===== src/rtl/mc_sequencer_pkg.sv =====
// Shared definitions for the multi-cycle sequencer: opcodes, state codes,
// mux-select and error encodings, and the bundled control-strobe payload.
package mc_sequencer_pkg;

  localparam int unsigned OPC_W   = 7;
  localparam int unsigned F3_W    = 3;
  localparam int unsigned SEL_W   = 2;
  localparam int unsigned ERR_W   = 2;
  localparam int unsigned STATE_W = 4;

  // RV32I major opcodes
  localparam logic [OPC_W-1:0] OPC_LOAD   = 7'b0000011;
  localparam logic [OPC_W-1:0] OPC_STORE  = 7'b0100011;
  localparam logic [OPC_W-1:0] OPC_BRANCH = 7'b1100011;
  localparam logic [OPC_W-1:0] OPC_OP     = 7'b0110011;
  localparam logic [OPC_W-1:0] OPC_OP_IMM = 7'b0010011;
  localparam logic [OPC_W-1:0] OPC_LUI    = 7'b0110111;
  localparam logic [OPC_W-1:0] OPC_AUIPC  = 7'b0010111;
  localparam logic [OPC_W-1:0] OPC_JAL    = 7'b1101111;
  localparam logic [OPC_W-1:0] OPC_JALR   = 7'b1100111;

  // Sequencer states
  typedef logic [STATE_W-1:0] state_t;
  localparam state_t S_FETCH      = 4'd0;
  localparam state_t S_FETCH_WAIT = 4'd1;
  localparam state_t S_DECODE     = 4'd2;
  localparam state_t S_EXEC       = 4'd3;
  localparam state_t S_BR_TGT     = 4'd4;
  localparam state_t S_BR_CMP     = 4'd5;
  localparam state_t S_MEM        = 4'd6;
  localparam state_t S_MEM_WAIT   = 4'd7;
  localparam state_t S_WB         = 4'd8;
  localparam state_t S_HALT       = 4'd9;

  // Mux selects
  localparam logic [SEL_W-1:0] A_PC    = 2'b00;
  localparam logic [SEL_W-1:0] A_RS1   = 2'b01;
  localparam logic [SEL_W-1:0] B_RS2   = 2'b00;
  localparam logic [SEL_W-1:0] B_FOUR  = 2'b01;
  localparam logic [SEL_W-1:0] B_IMM   = 2'b10;
  localparam logic [SEL_W-1:0] WB_ALU  = 2'b00;
  localparam logic [SEL_W-1:0] WB_MEM  = 2'b01;
  localparam logic [SEL_W-1:0] WB_IMM  = 2'b10;
  localparam logic [SEL_W-1:0] WB_PC4  = 2'b11;
  localparam logic             PC_SEQ  = 1'b0;
  localparam logic             PC_TGT  = 1'b1;

  // Halt causes
  localparam logic [ERR_W-1:0] ERR_NONE    = 2'b00;
  localparam logic [ERR_W-1:0] ERR_ILLEGAL = 2'b01;
  localparam logic [ERR_W-1:0] ERR_IMEM    = 2'b10;
  localparam logic [ERR_W-1:0] ERR_DMEM    = 2'b11;

  // Datapath control bundle driven by the sequencer each cycle
  typedef struct packed {
    logic             imem_req;
    logic             dmem_req;
    logic             ir_write;
    logic             pc_write;
    logic             reg_write;
    logic             dmem_wren;
    logic             br_tgt_write;
    logic [SEL_W-1:0] alu_src_a;
    logic [SEL_W-1:0] alu_src_b;
    logic [SEL_W-1:0] writeback_src;
    logic             pc_src;
  } ctrl_t;

  // Opcodes the sequencer knows how to execute
  function automatic logic opc_is_legal(input logic [OPC_W-1:0] op);
    case (op)
      OPC_LOAD, OPC_STORE, OPC_BRANCH, OPC_OP, OPC_OP_IMM,
      OPC_LUI, OPC_AUIPC, OPC_JAL, OPC_JALR: return 1'b1;
      default:                               return 1'b0;
    endcase
  endfunction

endpackage


===== src/rtl/mc_sequencer_if.sv =====
// Sequencer <-> datapath/memory bundle.
// master: sequencer (drives reqs, strobes, selects, status)
// slave : datapath/memory side (drives decoded fields, branch result, readies)
interface mc_sequencer_if;
  import mc_sequencer_pkg::*;

  logic [OPC_W-1:0] opcode;
  logic [F3_W-1:0]  funct3;
  logic             br_taken;
  logic             imem_req;
  logic             imem_ready;
  logic             dmem_req;
  logic             dmem_ready;
  logic             pc_write;
  logic             ir_write;
  logic             reg_write;
  logic             dmem_wren;
  logic             br_tgt_write;
  logic [SEL_W-1:0] alu_src_a;
  logic [SEL_W-1:0] alu_src_b;
  logic [SEL_W-1:0] writeback_src;
  logic             pc_src;
  logic             halted;
  logic [ERR_W-1:0] err_code;

  modport master (
    input  opcode, funct3, br_taken, imem_ready, dmem_ready,
    output imem_req, dmem_req, pc_write, ir_write, reg_write, dmem_wren,
           br_tgt_write, alu_src_a, alu_src_b, writeback_src, pc_src,
           halted, err_code
  );

  modport slave (
    output opcode, funct3, br_taken, imem_ready, dmem_ready,
    input  imem_req, dmem_req, pc_write, ir_write, reg_write, dmem_wren,
           br_tgt_write, alu_src_a, alu_src_b, writeback_src, pc_src,
           halted, err_code
  );

endinterface


===== src/rtl/mc_sequencer_wait_timer.sv =====
// Handshake wait timer: clears on state entry, counts while enabled,
// saturates at all-ones, flags the TIMEOUT-th enabled cycle.
// Ports: clk, reset, clr (state change), en (in a wait state), timeout_c.
module mc_sequencer_wait_timer #(
  parameter int unsigned TIMEOUT = 15,
  parameter int unsigned CNT_W   = 8
) (
  input  logic clk,
  input  logic reset,
  input  logic clr,
  input  logic en,
  output logic timeout_c
);

  localparam logic [CNT_W-1:0] CNT_MAX = '1;
  localparam logic [CNT_W-1:0] LIMIT   = CNT_W'(TIMEOUT - 1);

  logic [CNT_W-1:0] cnt;

  // Counter is zero in the first cycle of each state
  always_ff @(posedge clk) begin
    if (reset || clr) begin
      cnt <= '0;
    end else if (en && (cnt != CNT_MAX)) begin
      cnt <= cnt + CNT_W'(1);
    end
  end

  assign timeout_c = en && (cnt >= LIMIT);

endmodule


===== src/rtl/mc_sequencer.sv =====
// Multi-cycle RV32I control sequencer.
// Ports: clk, reset (sync, active-high), bus (mc_sequencer_if.master:
// decoded fields and readies in; handshake reqs, datapath strobes,
// mux selects, halted/err_code out).
module mc_sequencer
  import mc_sequencer_pkg::*;
#(
  parameter int unsigned TIMEOUT = 15,
  parameter int unsigned CNT_W   = 8
) (
  input  logic                 clk,
  input  logic                 reset,
  mc_sequencer_if.master       bus
);

  state_t           state, state_n;
  logic [OPC_W-1:0] op_q;
  logic [ERR_W-1:0] err_q, err_n;
  ctrl_t            ctrl, ctrl_o;
  logic             timeout_c;

  // Instruction class of the opcode latched in DECODE
  logic is_load, is_store, is_op, is_op_imm, is_lui, is_auipc, is_jal, is_jalr;
  assign is_load   = (op_q == OPC_LOAD);
  assign is_store  = (op_q == OPC_STORE);
  assign is_op     = (op_q == OPC_OP);
  assign is_op_imm = (op_q == OPC_OP_IMM);
  assign is_lui    = (op_q == OPC_LUI);
  assign is_auipc  = (op_q == OPC_AUIPC);
  assign is_jal    = (op_q == OPC_JAL);
  assign is_jalr   = (op_q == OPC_JALR);

  // State register
  always_ff @(posedge clk) begin
    if (reset) state <= S_FETCH;
    else       state <= state_n;
  end

  // Latched opcode and sticky halt cause
  always_ff @(posedge clk) begin
    if (reset) begin
      op_q  <= '0;
      err_q <= ERR_NONE;
    end else begin
      err_q <= err_n;
      if (state == S_DECODE) op_q <= bus.opcode;
    end
  end

  mc_sequencer_wait_timer #(.TIMEOUT(TIMEOUT), .CNT_W(CNT_W)) u_wait_timer (
    .clk       (clk),
    .reset     (reset),
    .clr       (state_n != state),
    .en        ((state == S_FETCH_WAIT) || (state == S_MEM_WAIT)),
    .timeout_c (timeout_c)
  );

  // Next state and control decode
  always_comb begin
    state_n = state;
    err_n   = err_q;
    ctrl    = '0;
    case (state)
      S_FETCH, S_FETCH_WAIT: begin
        ctrl.imem_req = 1'b1;
        if (bus.imem_ready) begin
          ctrl.ir_write = 1'b1;
          state_n       = S_DECODE;
        end else if (state == S_FETCH) begin
          state_n = S_FETCH_WAIT;
        end else if (timeout_c) begin
          state_n = S_HALT;
          err_n   = ERR_IMEM;
        end
      end
      S_DECODE: begin
        if (bus.opcode == OPC_BRANCH) begin
          state_n = S_BR_TGT;
        end else if (opc_is_legal(bus.opcode)) begin
          state_n = S_EXEC;
        end else begin
          state_n = S_HALT;
          err_n   = ERR_ILLEGAL;
        end
      end
      S_BR_TGT: begin
        ctrl.alu_src_a    = A_PC;
        ctrl.alu_src_b    = B_IMM;
        ctrl.br_tgt_write = 1'b1;
        state_n           = S_BR_CMP;
      end
      S_BR_CMP: begin
        ctrl.alu_src_a = A_RS1;
        ctrl.alu_src_b = B_RS2;
        ctrl.pc_write  = 1'b1;
        ctrl.pc_src    = bus.br_taken ? PC_TGT : PC_SEQ;
        state_n        = S_FETCH;
      end
      S_EXEC: begin
        if (is_op) begin
          ctrl.alu_src_a = A_RS1;
          ctrl.alu_src_b = B_RS2;
        end else if (is_op_imm || is_load || is_store || is_jalr) begin
          ctrl.alu_src_a = A_RS1;
          ctrl.alu_src_b = B_IMM;
        end else if (is_auipc || is_jal) begin
          ctrl.alu_src_a = A_PC;
          ctrl.alu_src_b = B_IMM;
        end
        state_n = (is_load || is_store) ? S_MEM : S_WB;
      end
      S_MEM, S_MEM_WAIT: begin
        ctrl.dmem_req  = 1'b1;
        ctrl.dmem_wren = is_store;
        if (bus.dmem_ready) begin
          if (is_store) begin
            ctrl.pc_write = 1'b1;
            ctrl.pc_src   = PC_SEQ;
            state_n       = S_FETCH;
          end else begin
            state_n = S_WB;
          end
        end else if (state == S_MEM) begin
          state_n = S_MEM_WAIT;
        end else if (timeout_c) begin
          state_n = S_HALT;
          err_n   = ERR_DMEM;
        end
      end
      S_WB: begin
        ctrl.reg_write = 1'b1;
        ctrl.pc_write  = 1'b1;
        if (is_load)                 ctrl.writeback_src = WB_MEM;
        else if (is_lui)             ctrl.writeback_src = WB_IMM;
        else if (is_jal || is_jalr)  ctrl.writeback_src = WB_PC4;
        else                         ctrl.writeback_src = WB_ALU;
        ctrl.pc_src = (is_jal || is_jalr) ? PC_TGT : PC_SEQ;
        state_n     = S_FETCH;
      end
      S_HALT: state_n = S_HALT;
      default: state_n = S_FETCH;
    endcase
  end

  // Reset blanks every strobe in its own cycle so an abandoned handshake writes nothing
  assign ctrl_o = reset ? '0 : ctrl;

  assign bus.imem_req      = ctrl_o.imem_req;
  assign bus.dmem_req      = ctrl_o.dmem_req;
  assign bus.ir_write      = ctrl_o.ir_write;
  assign bus.pc_write      = ctrl_o.pc_write;
  assign bus.reg_write     = ctrl_o.reg_write;
  assign bus.dmem_wren     = ctrl_o.dmem_wren;
  assign bus.br_tgt_write  = ctrl_o.br_tgt_write;
  assign bus.alu_src_a     = ctrl_o.alu_src_a;
  assign bus.alu_src_b     = ctrl_o.alu_src_b;
  assign bus.writeback_src = ctrl_o.writeback_src;
  assign bus.pc_src        = ctrl_o.pc_src;
  assign bus.halted        = (state == S_HALT);
  assign bus.err_code      = err_q;

endmodule

===== src/flat_wrapper.sv =====
// flat-port wrapper written by rule: the top's interface ports become plain ports
module mc_sequencer_flat import mc_sequencer_pkg::*;
#(
  parameter int unsigned TIMEOUT = 15,
  parameter int unsigned CNT_W   = 8
)
  (clk, reset, bus_opcode, bus_funct3, bus_br_taken, bus_imem_ready, bus_dmem_ready, bus_imem_req, bus_dmem_req, bus_pc_write, bus_ir_write, bus_reg_write, bus_dmem_wren, bus_br_tgt_write, bus_alu_src_a, bus_alu_src_b, bus_writeback_src, bus_pc_src, bus_halted, bus_err_code);
  mc_sequencer_if bus_i ();
  input  logic clk;
  input  logic reset;
  input wire logic [$bits(bus_i.opcode)-1:0] bus_opcode;
  input wire logic [$bits(bus_i.funct3)-1:0] bus_funct3;
  input wire logic [$bits(bus_i.br_taken)-1:0] bus_br_taken;
  input wire logic [$bits(bus_i.imem_ready)-1:0] bus_imem_ready;
  input wire logic [$bits(bus_i.dmem_ready)-1:0] bus_dmem_ready;
  output wire logic [$bits(bus_i.imem_req)-1:0] bus_imem_req;
  output wire logic [$bits(bus_i.dmem_req)-1:0] bus_dmem_req;
  output wire logic [$bits(bus_i.pc_write)-1:0] bus_pc_write;
  output wire logic [$bits(bus_i.ir_write)-1:0] bus_ir_write;
  output wire logic [$bits(bus_i.reg_write)-1:0] bus_reg_write;
  output wire logic [$bits(bus_i.dmem_wren)-1:0] bus_dmem_wren;
  output wire logic [$bits(bus_i.br_tgt_write)-1:0] bus_br_tgt_write;
  output wire logic [$bits(bus_i.alu_src_a)-1:0] bus_alu_src_a;
  output wire logic [$bits(bus_i.alu_src_b)-1:0] bus_alu_src_b;
  output wire logic [$bits(bus_i.writeback_src)-1:0] bus_writeback_src;
  output wire logic [$bits(bus_i.pc_src)-1:0] bus_pc_src;
  output wire logic [$bits(bus_i.halted)-1:0] bus_halted;
  output wire logic [$bits(bus_i.err_code)-1:0] bus_err_code;
  assign bus_i.opcode = bus_opcode;
  assign bus_i.funct3 = bus_funct3;
  assign bus_i.br_taken = bus_br_taken;
  assign bus_i.imem_ready = bus_imem_ready;
  assign bus_i.dmem_ready = bus_dmem_ready;
  assign bus_imem_req = bus_i.imem_req;
  assign bus_dmem_req = bus_i.dmem_req;
  assign bus_pc_write = bus_i.pc_write;
  assign bus_ir_write = bus_i.ir_write;
  assign bus_reg_write = bus_i.reg_write;
  assign bus_dmem_wren = bus_i.dmem_wren;
  assign bus_br_tgt_write = bus_i.br_tgt_write;
  assign bus_alu_src_a = bus_i.alu_src_a;
  assign bus_alu_src_b = bus_i.alu_src_b;
  assign bus_writeback_src = bus_i.writeback_src;
  assign bus_pc_src = bus_i.pc_src;
  assign bus_halted = bus_i.halted;
  assign bus_err_code = bus_i.err_code;
  mc_sequencer #(.TIMEOUT(TIMEOUT), .CNT_W(CNT_W)) u_core (.clk(clk), .reset(reset), .bus(bus_i));
endmodule

===== config.mk =====
export PLATFORM = sky130hd
export DESIGN_NAME = mc_sequencer_flat
export DESIGN_NICKNAME = d
export VERILOG_FILES = /design/src/rtl/mc_sequencer_pkg.sv /design/src/rtl/mc_sequencer_if.sv /design/src/rtl/mc_sequencer_wait_timer.sv /design/src/rtl/mc_sequencer.sv /design/src/flat_wrapper.sv
export SDC_FILE = /design/constraint.sdc
export NUM_CORES = 1
export LEC_CHECK = 0
export CAP_MARGIN = 20
export CORE_MARGIN = 2
export CORE_UTILIZATION = 48
export CTS_BUF_LIST = sky130_fd_sc_hd__clkbuf_2 sky130_fd_sc_hd__clkbuf_4 sky130_fd_sc_hd__clkbuf_8
export CTS_CLUSTER_SIZE = 10
export DETAILED_ROUTE_END_ITERATION = 10
export HOLD_SLACK_MARGIN = 0.05
export PLACE_DENSITY = 0.76
export SYNTH_ARGS = -nofsm -noshare
export SYNTH_HDL_FRONTEND = slang
export SYNTH_SLANG_ARGS = --single-unit

===== constraint.sdc =====
create_clock -name clk -period 1.7 [get_ports clk]
set_input_delay 0.34 -clock clk [delete_from_list [all_inputs] [get_ports clk]]
set_output_delay 0.34 -clock clk [all_outputs]
set_load 0.005 [all_outputs]

==> key figures, run 1 <==
Synth
  • Simple-gate area share of the yosys netlist: 0.445
  • Post-synthesis compound-gate area fraction: 0.180
  • Cell variety after synth: 49
  • Post-synth EDFFs: 0
  • Largest family of logic cells by synthesized area: simple AND/OR/NAND/NOR gates
  • Cells after Synth: 193
  • Top_reg_cell synth: dfxtp_1
  • Mux cell area share after synthesis: 0
  • Post-Synth XOR/XNOR Area: 0.0404
  • Synth Cell Area: 1520 um2
  • Adder-Cell Fraction of Synth Area: 0.0165
  • Synthesis-stage register bit count: 21
  • Syn. warnings: 0
  • Post-synthesis sequential area ratio: 0.277
  • Syn_area_per_cell: 7.86 um2
  • Asr flop ratio synth: 0

Die
  • Die span in y: 60.2 um
  • Ports: 32
  • Initial core utilization: 0.501
  • Die Wd: 60.2 um
  • # rows: 20

Clock network
  • Htree depth: 1
  • Clock buffer depth: 2
  • Root Driver: clkbuf_4
  • Hold buffers post-CTS: 0
  • Total CTS buffers: 3
  • Sinks on Clock Net: 21

Place
  • Port Buf Inserts: 26
  • Dpl cells: 315
  • Detailed Place HPWL: 3800 um
  • Placer's final routability congestion estimate: 0.937

Global route
  • Pin count of the biggest net entering global routing: 13

Run status
  • First Error: [ERROR DPL-0038] Utilization greater than 100%, impossible to legalize
  • Outcome: did not finish
  • Fail Step: 5_1_grt

Timing
  • Post-GRT worst EP: u_core.u_wait_timer.cnt[4]$_SDFFE_PP0P_/D
  • Kind of the worst endpoint: sequential cell input
## cells in the mapped netlist, drive strengths merged, types with 2 or more instances
| cell type | number | area (um2) |
|---|---|---|
| nand2 | 29 | 109 |
| nor2 | 22 | 90.1 |
| dfxtp | 21 | 420 |
| nor3 | 16 | 136 |
| a21oi | 14 | 70.1 |
| buf | 7 | 40.0 |
| nor2b | 7 | 43.8 |
| nand3 | 6 | 30.0 |
| nand4 | 6 | 37.5 |
| o21ai | 6 | 41.3 |
| and2 | 4 | 25.0 |
| nand2b | 4 | 25.0 |
| nand3b | 4 | 30.0 |
| xor2 | 4 | 35.0 |
| inv | 3 | 11.3 |
| nor4 | 3 | 18.8 |
| o22ai | 3 | 32.5 |
| o32ai | 3 | 33.8 |
| or3 | 3 | 18.8 |
| xnor2 | 3 | 26.3 |
| a211oi | 2 | 20.0 |
| clkbuf | 2 | 7.51 |
| ha | 2 | 25.0 |
| nor3b | 2 | 26.3 |
| o211ai | 2 | 15.0 |
## repair_timing
action,4_1_cts
gates resized for setup,115
endpoints found under the setup margin,25
setup buffers,29
pin swaps,24
## stage by stage
step | setup TNS (ps) | instance area (um2) | setup slack, ps
global placement | -12360 | 2280 | -678
floorplan | -799 | 1560 | -108
CTS | -4040 | 2720 | -299
detailed placement | -13430 | 2280 | -757
## cell families after synthesis
logic type	after synthesis
AOI/OAI and AO/OA	36
other	1
buffers and inverters	12
adders and majority gates	2
xor gates and xnor gates	7
DFF	21
and+or+nand+nor	114
==> inputs of run 2 (changes only) <==
Settings changed: CORE_UTILIZATION 48 to 35, CTS_BUF_LIST sky130_fd_sc_hd__clkbuf_2 sky130_fd_sc_hd__clkbuf_4 sky130_fd_sc_hd__clkbuf_8 to unset, CTS_CLUSTER_SIZE 10 to unset, HOLD_SLACK_MARGIN 0.05 to unset, PLACE_DENSITY 0.76 to unset, PLACE_DENSITY_LB_ADDON set to 0.15.
Clock period 1.7 ns to 2.2 ns, I/O delays scaled along.
==> key figures, run 2 <==
Clock network
  • Htree depth: 1
  • Total CTS buffers: 3
  • Clk_lat worst skew: 260 ps
  • Clk slew on worst S/H paths: 80 ps
  • Root Driver: clkbuf_8
  • Clock buffer depth: 2
  • TritonCTS clock tree: built
  • Sinks on Clock Net: 21

Die
  • Die span in y: 69.8 um
  • Core Region: 4090 um2
  • Die area: 4880 um2
  • # rows: 23
  • Die Wd: 69.8 um
  • Initial core utilization: 0.371
  • Ports: 32

Power
  • Switching Share: 0.311
  • Pwr per Cell Area: 448 nW/um2
  • Clock network fraction of total power: 0.263
  • Power, Total: 0.972 mW
  • Combinational power share: 0.303
  • Switching Power: 0.303 mW
  • Worst vdd ir: 234 uV
  • Register share of total power: 0.434
  • Leak pwr: 0.831 nW
  • Pint: 0.669 mW

Timing
  • Hold Vio Cnt, Final: 0
  • Final period util: 0.988
  • Slew Limit Fails: 0
  • Setup TNS: 0 ps
  • Min cycle time layout: 2170 ps
  • Final setup viols: 0
  • FMAX: 460 MHz
  • Clock Skew: 8.26 ps
  • RSZ-0062 raised after global routing: true

Place
  • Detailed Place HPWL: 3240 um
  • Dpl cells: 289
  • Placer's final routability congestion estimate: 0.906
  • Port Buf Inserts: 26

Critical path
  • Crit Path Category: flop to output pin
  • CP endpoint kind: output pin
  • Crit Path Max Fanout: 10
  • R2R Path End: u_core.u_wait_timer.cnt[3]
  • Reg-to-reg startpoint: u_core.state[2]
  • Data required, critical path: 1760 ps
  • Worst setup SP type: flop
  • CP arrival: 1730 ps
  • Worst R2R Setup Slack: 170 ps
  • R2R depth: 7

Global route
  • GRT Overall Usage: 0.170
  • Vias in the first global route: 1,490
  • Initial antenna violation count: 0
  • GR Overflow Total: 0
  • Global-route wire length before repair: 6900 um
  • Pin count of the biggest net entering global routing: 14

Layout
  • Most common cell after layout, fill and taps aside: buf_4
  • Ant diodes: 0
  • Max reg flops: 8
  • Fraction of layout cells with a size suffix above 1: 0.314
  • Largest Register: u_core.u_wait_timer.cnt
  • Nets@finish: 263
  • Most frequent cells in the layout: 30 x buf_4, 27 x nand2_1, 17 x nor2_1
  • Non-filler cells, final: 295
  • Largest regs: u_core.u_wait_timer.cnt x8, u_core.op_q x7, u_core.state x4
  • Fillcell total: 377
  • Synthesis-to-finish area growth: 43.2%

Run status
  • Outcome: complete, no violations

Flow run
  • MaxCap Viol Count: 0

Hold path
  • Min-delay worst type: flop to flop
  • Worst Min Path Start: u_core.bus.err_code[1]
  • Hold Path End: u_core.bus.err_code[1]
  • Worst Hold Depth: 2

Synth
  • Synth top area cells: dfxtp_1 28%, nand2_1 7.2%, nor3_2 5.9%
  • Cell variety after synth: 49
  • Top cells by instance count after synthesis: 29 x nand2_1, 21 x dfxtp_1, 21 x nor2_1, 14 x a21oi_1, 9 x nor3_2
  • Syn_area_per_cell: 7.86 um2
  • Asr flop ratio synth: 0
  • Synth Cell Area: 1520 um2
  • Post-synthesis sequential area ratio: 0.277
  • Largest area contributor in the netlist: dfxtp_1
  • Synthesis-stage register bit count: 21
  • Post-synth EDFFs: 0
  • Count leader, synth: nand2_1
  • Synth top area share: 0.277
  • Syn. warnings: 0
  • Top_reg_cell synth: dfxtp_1
  • Cells after Synth: 193

Drt
  • Total Wirelength: 4230 um
  • Remaining DRCs: 0
  • Via density: 5.29
  • Routed via count: 1,560
  • Routed WL per cell: 14.3 um
  • DRT iter0 DRCs: 117
  • Routed Antenna Nets: 0
  • First-pass DRT Iterations: 4
-- run 2: cell counts after synthesis --
No cell type changed its count.
-- run 2: routing by layer --
metal | track usage | up-vias | wire length (um) | share of wire
met5 | 0 | - | 0 | 0
met4 | 0.0256 | 0 | 16 | 0.0038
met3 | 0.0378 | 3 | 163 | 0.039
met2 | 0.298 | 26 | 2090 | 0.49
met1 | 0.215 | 740 | 1960 | 0.46
li1 | - | 791 | - | -
-- run 2: how the worst max path moves through the flow --
stage,startpoint,end,slack [ps],cells past startpoint
3_3_place_gp,reset,bus_pc_src,-280,6
5_1_grt,u_core.state[2],bus_dmem_wren,-70,4
6_report,u_core.state[3],bus_alu_src_b[1],30,5
4_1_cts,u_core.state[0],bus_pc_src,-5,5
3_5_place_dp,bus_opcode[1],u_core.u_wait_timer.cnt[0],-320,8
2_1_floorplan,bus_opcode[2],u_core.u_wait_timer.cnt[2],310,6
-- run 2: worst max-delay path, cell delays in order, from the launching register on --
cell,delay (ps)
dfxtp_4,400
nor2_2,160
nand3_2,120
nor3_1,150
a21o_1,130
clkdlybuf4s50_1,500
-- run 2: per-stage QoR --
step	setup WS, ps	utilization	hold WS [ps]	area [um2]
floorplan	311	-	450	1520
global placement	-281	0.491	459	2010
detailed placement	-317	0.491	473	2010
CTS	-4.70	0.517	482	2110
global route	-67.3	0.532	500	2170
finish	25.4	0.532	479	2170
-- run 2: final cells by class --
| type | count | area [um2] | share of cell area |
|---|---|---|---|
| clock buffer | 4 | 45.0 | 0.0207 |
| inverter | 3 | 15.0 | 0.00691 |
| multi-input combinational | 161 | 1130 | 0.521 |
| sequential | 21 | 435 | 0.200 |
| tap | 50 | 62.6 | 0.0288 |
| timing repair buffer | 56 | 483 | 0.222 |
-- run 2: power groups by stage --
stage | clock network, mW | logic [mW] | registers [mW]
2_1_floorplan | 0 | 0.166 | 0.412
3_3_place_gp | 0 | 0.264 | 0.423
3_5_place_dp | 0 | 0.268 | 0.423
4_1_cts | 0.264 | 0.288 | 0.418
5_1_grt | 0.276 | 0.319 | 0.424
6_report | 0.256 | 0.295 | 0.422
-- run 2: kinds of logic (layout without fill, tap and decap cells) --
logic type / count (synthesis) / count (layout) / share of synthesized area
buffers and inverters: 12 / 63 / 0.0388
xor gates and xnor gates: 7 / 7 / 0.0404
AOI/OAI and AO/OA: 36 / 36 / 0.180
and+or+nand+nor: 114 / 114 / 0.445
DFF: 21 / 21 / 0.277
adders and majority gates: 2 / 2 / 0.0165
other: 1 / 2 / 0.00247
-- run 2: timing repair --
item,CTS,global route
hold endpoints to repair,0,0
pin swaps,8,9
endpoints found under the setup margin,20,13
resized for setup,27,17
hold buffers,0,0
buffers inserted,2,0
No activity file was read; power rests on OpenSTA's default activity.
==> inputs of run 3 (changes only) <==
Settings changed: CORE_AREA set to 2 2 63 65, CORE_MARGIN 2 to unset, CORE_UTILIZATION 35 to unset, DIE_AREA set to 0 0 65 67.
==> key figures, run 3 (synthesis gave the netlist of run 2 again) <==
Layout
  • Fraction of layout cells with a size suffix above 1: 0.340
  • Ant diodes: 0
  • Multi-input gate area: 1150 um2
  • Fillcell total: 333
  • Reg area: 435 um2
  • Max reg flops: 8
  • Most common cell after layout, fill and taps aside: buf_4
  • Synthesis-to-finish area growth: 48.1%
  • Largest regs: u_core.u_wait_timer.cnt x8, u_core.op_q x7, u_core.state x4
  • Post-route cell area: 2250 um2
  • Most frequent cells in the layout: 34 x buf_4, 28 x nand2_1, 17 x nor2_1
  • Non-filler cells, final: 298
  • Largest Register: u_core.u_wait_timer.cnt
  • Nets@finish: 268

Clock network
  • TritonCTS clock tree: built
  • Root Driver: clkbuf_8
  • Clk slew on worst S/H paths: 80 ps
  • Clock buffer depth: 2
  • Total CTS buffers: 3
  • Htree depth: 1
  • Clk_lat worst skew: 270 ps
  • Sinks on Clock Net: 21

Run status
  • Failing checks: setup timing
  • Outcome: complete, but fails checks

Drt
  • Total Wirelength: 4400 um
  • DRT iter0 DRCs: 50
  • Routed WL per cell: 14.8 um
  • First-pass DRT Iterations: 4
  • Remaining DRCs: 0
  • Routed via count: 1,583
  • Via density: 5.31
  • Routed Antenna Nets: 0

Hold path
  • Min-delay worst type: flop to flop

Place
  • Placer's final routability congestion estimate: 0.848
  • Dpl cell area: 2000 um2
  • Dpl cells: 287
  • Port Buf Inserts: 26
  • Detailed Place HPWL: 3140 um

Critical path
  • CP endpoint kind: output pin
  • Crit Path Category: flop to output pin
  • CP arrival: 1770 ps
  • Crit Path Max Fanout: 4
  • Worst setup SP type: flop
  • Data required, critical path: 1760 ps

Power
  • Pwr per Cell Area: 451 nW/um2
  • Leak pwr: 0.886 nW
  • Worst vdd ir: 256 uV
  • Power, Total: 1.01 mW

Die
  • Ports: 32
  • Initial core utilization: 0.421
  • # rows: 22
  • Die span in y: 67 um
  • Core Region: 3610 um2
  • Die Wd: 65 um
  • Die area: 4360 um2

Timing
  • Hold Vio Cnt, Final: 0
  • Min cycle time layout: 2210 ps
  • Clock Skew: 8.74 ps
  • Final setup viols: 1
  • Setup TNS: -11.8 ps
  • Slew Limit Fails: 0
  • Final period util: 1.01
  • FMAX: 452 MHz
  • Setup WS post-layout: -11.8 ps
  • RSZ-0062 raised after global routing: true

Global route
  • Global-route wire length before repair: 7140 um
  • GR Overflow Total: 0
  • GRT Overall Usage: 0.211
  • Pin count of the biggest net entering global routing: 14
  • Initial antenna violation count: 0
  • Vias in the first global route: 1,571

Flow run
  • MaxCap Viol Count: 0
run 3: cell count changes in the layout (fill, tap and decap cells not counted), moves of 2 or more:
| cell | delta |
|---|---|
| clkdlybuf4s50_1 | +2 |
| dfxtp_2 | +3 |
| buf_4 | +4 |
| dlymetal6s2s_1 | +3 |
| dlygate4sd2_1 | -5 |
| dfxtp_1 | -2 |
run 3: metrics by stage:
| stage | utilization | hold slack (ps) | setup slack (ps) |
|---|---|---|---|
| 6_report | 0.623 | 462 | -11.8 |
| 5_1_grt | 0.623 | 505 | -110 |
| 4_1_cts | 0.583 | 467 | -169 |
| 3_5_place_dp | 0.556 | 452 | -375 |
| 3_3_place_gp | 0.556 | 455 | -288 |
| 2_1_floorplan | - | 450 | 311 |
run 3: final cells by class:
class,count,area share
Clock buffer,4,0.0201
Sequential cell,21,0.194
Multi-Input combinational cell,161,0.511
Timing Repair Buffer,61,0.243
Tap cell,48,0.0267
Inverter,3,0.00501
run 3: metal layers:
| metal | up-vias | part of all wire | track usage |
|---|---|---|---|
| met4 | 0 | 0.010 | 0.0691 |
| met1 | 751 | 0.44 | 0.258 |
| met5 | - | 0 | 0 |
| met3 | 5 | 0.029 | 0.0253 |
| met2 | 30 | 0.52 | 0.380 |
| li1 | 797 | - | - |
run 3: worst paths after layout:
kind         slack (ps)  cells after the start                    from                         end
max                 -10                      5          u_core.op_q[2]        bus_writeback_src[0]
min                 460                      2  u_core.bus.err_code[1]      u_core.bus.err_code[1]
max reg2reg         110                      8         u_core.state[2]  u_core.u_wait_timer.cnt[5]
min reg2reg         460                      2  u_core.bus.err_code[1]      u_core.bus.err_code[1]
run 3: critical path, stage by stage, from the launching register on:
cell and delay (ps):
dfxtp_1 350, nor2_2 170, nand4_1 180, o32ai_2 160, and2_1 150, clkdlybuf4s50_1 500
run 3: power by group:
| group | switching [mW] | internal (mW) | total [mW] |
|---|---|---|---|
| Clock | 0.144 | 0.130 | 0.274 |
| Sequential | 0.0213 | 0.395 | 0.416 |
| Combinational | 0.160 | 0.162 | 0.323 |
run 3: repair_timing:
item,CTS,global route
hold buffers,0,0
setup buffers,1,6
gates resized for setup,18,26
pin swaps,5,10
gates cloned,0,0
setup endpoints to repair,20,14
==> inputs of run 4 (changes only) <==
Settings changed: CAP_MARGIN 20 to unset.
==> results of run 4 <==
The final DEF is identical to that of run 3; final timing and power are the same.
